--- src/rtl/frost32_irq_ctrl.sv ---
// Frost32 interrupt controller: synchronises request lines, latches them as pending,
// masks with ENABLE and exposes PENDING/ENABLE/EDGE_MODE/CLAIM on the CPU data bus.
module frost32_irq_ctrl #(
  parameter int unsigned NUM_SOURCES = 8,
  parameter logic [31:0] BASE_ADDR   = 32'h0000_1000
) (
  input  logic                   clk,
  input  logic                   rst,
  input  logic [NUM_SOURCES-1:0] irq_src,
  input  logic                   req_mem_access,
  input  logic [31:0]            addr,
  input  logic [31:0]            data_in,
  input  logic                   access_type,
  input  logic [1:0]             access_size,
  output logic                   sel,
  output logic [31:0]            data_out,
  output logic                   wait_for_mem,
  output logic                   interrupt
);

  localparam int unsigned N = NUM_SOURCES;

  typedef enum logic {
    ST_IDLE,
    ST_ACCESS
  } state_t;

  typedef enum logic [1:0] {
    REG_PENDING   = 2'd0,
    REG_ENABLE    = 2'd1,
    REG_EDGE_MODE = 2'd2,
    REG_CLAIM     = 2'd3
  } reg_off_t;

  function automatic logic [31:0] widen(input logic [N-1:0] v);
    widen        = '0;
    widen[N-1:0] = v;
  endfunction

  // Interrupt state
  logic [N-1:0] sync1;
  logic [N-1:0] s;
  logic [N-1:0] s_d;
  logic [N-1:0] pending;
  logic [N-1:0] enable;
  logic [N-1:0] edge_mode;

  // Bus transaction captured in IDLE, executed in ACCESS
  state_t       state;
  reg_off_t     off_q;
  logic         write_q;
  logic         valid_q;
  logic [N-1:0] wdata_q;

  logic [N-1:0] active;
  logic [N-1:0] rise;
  logic [N-1:0] w1c;
  logic [N-1:0] pending_next;
  logic         do_write;
  logic [31:0]  claim;
  logic [31:0]  rdata;

  assign sel = req_mem_access && (addr[31:4] == BASE_ADDR[31:4]);

  assign active   = pending & enable;
  assign rise     = s & ~s_d;
  assign do_write = (state == ST_ACCESS) && write_q && valid_q;
  assign w1c      = (do_write && off_q == REG_PENDING) ? wdata_q : '0;

  // Edge bits: a new edge in the same cycle as a W1C wins. Level bits track s.
  assign pending_next = (edge_mode & ((pending & ~w1c) | rise)) | (~edge_mode & s);

  // NOTE: every variable assigned in always_comb gets a default first so no latch is inferred.
  always_comb begin
    claim = '0;
    for (int i = int'(N) - 1; i >= 0; i--) begin
      if (active[i]) claim = 32'(i + 1);
    end
  end

  always_comb begin
    rdata = '0;
    if (valid_q) begin
      unique case (off_q)
        REG_PENDING:   rdata = widen(pending);
        REG_ENABLE:    rdata = widen(enable);
        REG_EDGE_MODE: rdata = widen(edge_mode);
        REG_CLAIM:     rdata = claim;
      endcase
    end
  end

  // NOTE: sequential state uses non-blocking assignments so every flop samples pre-edge values.
  always_ff @(posedge clk) begin
    if (rst) begin
      sync1     <= '0;
      s         <= '0;
      s_d       <= '0;
      pending   <= '0;
      enable    <= '0;
      edge_mode <= '0;
      interrupt <= 1'b0;
    end else begin
      sync1     <= irq_src;
      s         <= sync1;
      s_d       <= s;
      pending   <= pending_next;
      interrupt <= |active;
      if (do_write && off_q == REG_ENABLE)    enable    <= wdata_q;
      if (do_write && off_q == REG_EDGE_MODE) edge_mode <= wdata_q;
    end
  end

  always_ff @(posedge clk) begin
    if (rst) begin
      state        <= ST_IDLE;
      off_q        <= REG_PENDING;
      write_q      <= 1'b0;
      valid_q      <= 1'b0;
      wdata_q      <= '0;
      data_out     <= '0;
      wait_for_mem <= 1'b0;
    end else begin
      unique case (state)
        ST_IDLE: begin
          if (sel) begin
            state        <= ST_ACCESS;
            off_q        <= reg_off_t'(addr[3:2]);
            write_q      <= access_type;
            valid_q      <= (access_size == 2'd0) && (addr[1:0] == 2'b00);
            wdata_q      <= data_in[N-1:0];
            wait_for_mem <= 1'b1;
          end
        end
        ST_ACCESS: begin
          if (!write_q) data_out <= rdata;
          state        <= ST_IDLE;
          wait_for_mem <= 1'b0;
        end
      endcase
    end
  end

  // Write-data bits above the implemented sources are intentionally dropped.
  if (N < 32) begin : g_unused
    logic unused_data_hi;
    assign unused_data_hi = ^data_in[31:N];
  end

endmodule
--- config.mk ---
export PLATFORM = sky130hd
export DESIGN_NAME = frost32_irq_ctrl
export DESIGN_NICKNAME = d
export VERILOG_FILES = /design/src/rtl/frost32_irq_ctrl.sv
export SDC_FILE = /design/constraint.sdc
export NUM_CORES = 1
export LEC_CHECK = 0
export BUFFER_PORTS_ARGS = -buffer_cell sky130_fd_sc_hd__buf_2
export CAP_MARGIN = 20
export CORE_ASPECT_RATIO = 1.25
export CORE_MARGIN = 2
export CORE_UTILIZATION = 54
export DETAILED_ROUTE_END_ITERATION = 7
export PLACE_DENSITY = 0.9
export SKIP_CTS_REPAIR_TIMING = 1
export SLEW_MARGIN = 20
export SYNTH_ARGS = -nofsm -noshare
export SYNTH_HDL_FRONTEND = slang
export SYNTH_SLANG_ARGS = --single-unit
--- constraint.sdc ---
create_clock -name clk -period 3.9 [get_ports clk]
set_clock_uncertainty 0.15 [all_clocks]
set_input_delay 1.17 -clock clk [delete_from_list [all_inputs] [get_ports clk]]
set_output_delay 1.17 -clock clk [all_outputs]
set_load 0.1 [all_outputs]
==> results.json <==
{
  "switching_share_pct": 27.1,
  "tightestPinTransition_ps": 877,
  "clk_path_buf_depth": 2,
  "critPathKind": "in -> out",
  "power_frac_seq_pct": 50.2,
  "fin_area_um2": 3670,
  "num_vias": 2606,
  "port_buffers": 64,
  "die_w_um": 73.2,
  "placed_cells": 445,
  "hold_viol": 0,
  "std_cell_rows": 31,
  "fin_cells": 461,
  "fin_crit_ps": 3490,
  "io_pins": 113,
  "track_usage_pct": 19.8,
  "grt_pass1_vias": 2353,
  "slew_headroom_pct": 41.4,
  "drive_gt1_share_pct": 26.8,
  "routedWlPerCell_um": 14.3,
  "tritoncts": "done",
  "path_clk_slew_ps": 70,
  "core_area_um2": 5780,
  "synth_cell_types": 46,
  "syn_avg_cell_area_um2": 9.71,
  "multi_input_area_um2": 1580,
  "dp_hpwl_um": 4640,
  "synth_edf_count": 0,
  "synthArstFlopShare_pct": 0,
  "area_delta_synth_final_pct": 13.5,
  "fin_hold_ws_ps": 282,
  "hold_path.class": "reg -> reg",
  "synth-seq-area-share_pct": 44.0,
  "p_switching_w": 0.000401,
  "start_util_pct": 55.9,
  "p_leak_nw": 1.45,
  "antenna_cells": 0,
  "worstPathArrival_ps": 2170,
  "ys.flop_type": "dfxtp_1",
  "dieHeight_um": 90.5,
  "yosys_register_bits": 71,
  "timing.final.crit_share_pct": 89.5,
  "end_kind": "output port",
  "firstDrtPassIters": 4,
  "synthesis.area_um2": 3230,
  "final.setup.tns_ps": 0,
  "gp_congestion": 0.851,
  "routed_via_density": 5.65,
  "place_area_um2": 3470,
  "clkPwrFrac_pct": 39.1,
  "maxCapViolations": 0,
  "status": "finished clean",
  "root_buffer": "clkbuf_8",
  "grt_pass1_wl_um": 10200,
  "ant_nets": 0,
  "htreeDepth": 3,
  "overflow": 0,
  "remaining_drc_errors": 0,
  "seqCellArea_um2": 1420,
  "p_per_area_nw_per_um2": 403,
  "finalWirelength_um": 6610,
  "cp_data_required_time_ps": 2580,
  "syn_inst": 333,
  "grt_start_max_net_pins": 48,
  "insertion_delay_ps": 340,
  "intPower_w": 0.00108,
  "power_frac_comb_pct": 10.8,
  "slew_violations": 0,
  "critPathLaunchType": "input port",
  "fillers": 463,
  "first_iter_violations": 272,
  "rsz0062_at_grt": "false",
  "peakVddDrop_v": 0.000275,
  "cts_made_buffers": 9,
  "ys_warn_count": 0,
  "die_area_um2": 6620,
  "setup_violations": 0,
  "final_net_count": 468,
  "numClockSinks": 71,
  "cp_max_fo": 2,
  "max_freq_mhz": 287,
  "grt_antenna_before_repair": 0,
  "final_core_util_pct": 63.5
}
-- cell usage after synthesis (all sizes together) (8+ instances only) --
library cell   n  share of area [%]
buf           39                8.9
o31ai         15                4.7
nand2         23                2.7
clkbuf         8               0.93
nor2          23                2.7
mux2i         22                6.8
dfxtp         71                 44
a21oi         19                2.9
nand4         15                3.3
nor2b         28                5.4
-- power groups by stage --
| stage | sequential [W] | combinational, W | clock, W |
|---|---|---|---|
| CTS | 0.000741 | 0.000159 | 0.000591 |
| detailed placement | 0.000758 | 0.000159 | 0 |
| global route | 0.000742 | 0.000165 | 0.000623 |
| finish | 0.000741 | 0.000159 | 0.000577 |
| global placement | 0.000757 | 0.000157 | 0 |
| floorplan | 0.000756 | 0.000144 | 0 |
-- logic make-up (layout without fill, tap and decap cells) --
logic type,after synthesis,count (layout),synth area share (%)
mux,22,22,6.81
buf+inv,50,89,10.2
flops,71,71,44.0
other cells,1,24,0.116
simple gates,117,117,22.1
compound gates,72,72,16.8
-- area by class of cell --
class	instances	share of cell area [%]
Clock buffer	10	3.75
Clock inverter	6	1.64
Inverter	3	0.307
Multi-Input combinational cell	235	42.9
Sequential cell	71	38.7
Tap cell	66	2.25
Timing Repair Buffer	70	10.4
-- per-stage QoR --
stage	setup WS, ps	power [W]
6_report	410	0.00148
5_1_grt	339	0.00153
4_1_cts	387	0.00149
3_5_place_dp	398	0.000917
3_3_place_gp	425	0.000914
2_1_floorplan	240	0.000901
-- per-layer routing --
metal	GRT usage, %	vias up	routed length [µm]
li1	-	1259	-
met1	21.1	1209	2530
met2	32.8	111	3330
met3	6.70	27	480
met4	11.9	0	267
met5	0	-	0
-- worst max-delay path: stages --
cell     delay [ps]
buf_2           100
nor4b_2         360
nand4_2         190
nor2_4          160
buf_12          190
-- placed cells by master, fill, tap and decap left out, types with 8 or more instances in the layout --
| cell | n |
|---|---|
| nand4_1 | 13 |
| nand2_1 | 23 |
| dfxtp_1 | 71 |
| buf_2 | 63 |
| o31ai_2 | 8 |
| nor2b_1 | 28 |
| nor2_1 | 22 |
| a21oi_1 | 19 |
| mux2i_1 | 22 |
| conb_1 | 24 |
| clkbuf_8 | 10 |
-- flip-flops by register name (all words and copies together), names as in the netlist --
signal,count
data_out,8
edge_mode,8
enable,8
interrupt,1
off_q,2
pending,8
s,8
s_d,8
state,1
sync1,8
valid_q,1
wait_for_mem,1
wdata_q,8
write_q,1
-- path summary, 6_finish.rpt --
kind                            startpoint           end  slack, ps  depth (start not counted)
worst max register to register       state  edge_mode[0]       1530                          5
worst min-delay path              sync1[7]          s[7]        280                          1
worst min register to register    sync1[7]          s[7]        280                          1
worst max-delay path              addr[20]           sel        410                          5
No activity file was read; power rests on OpenSTA's default activity.
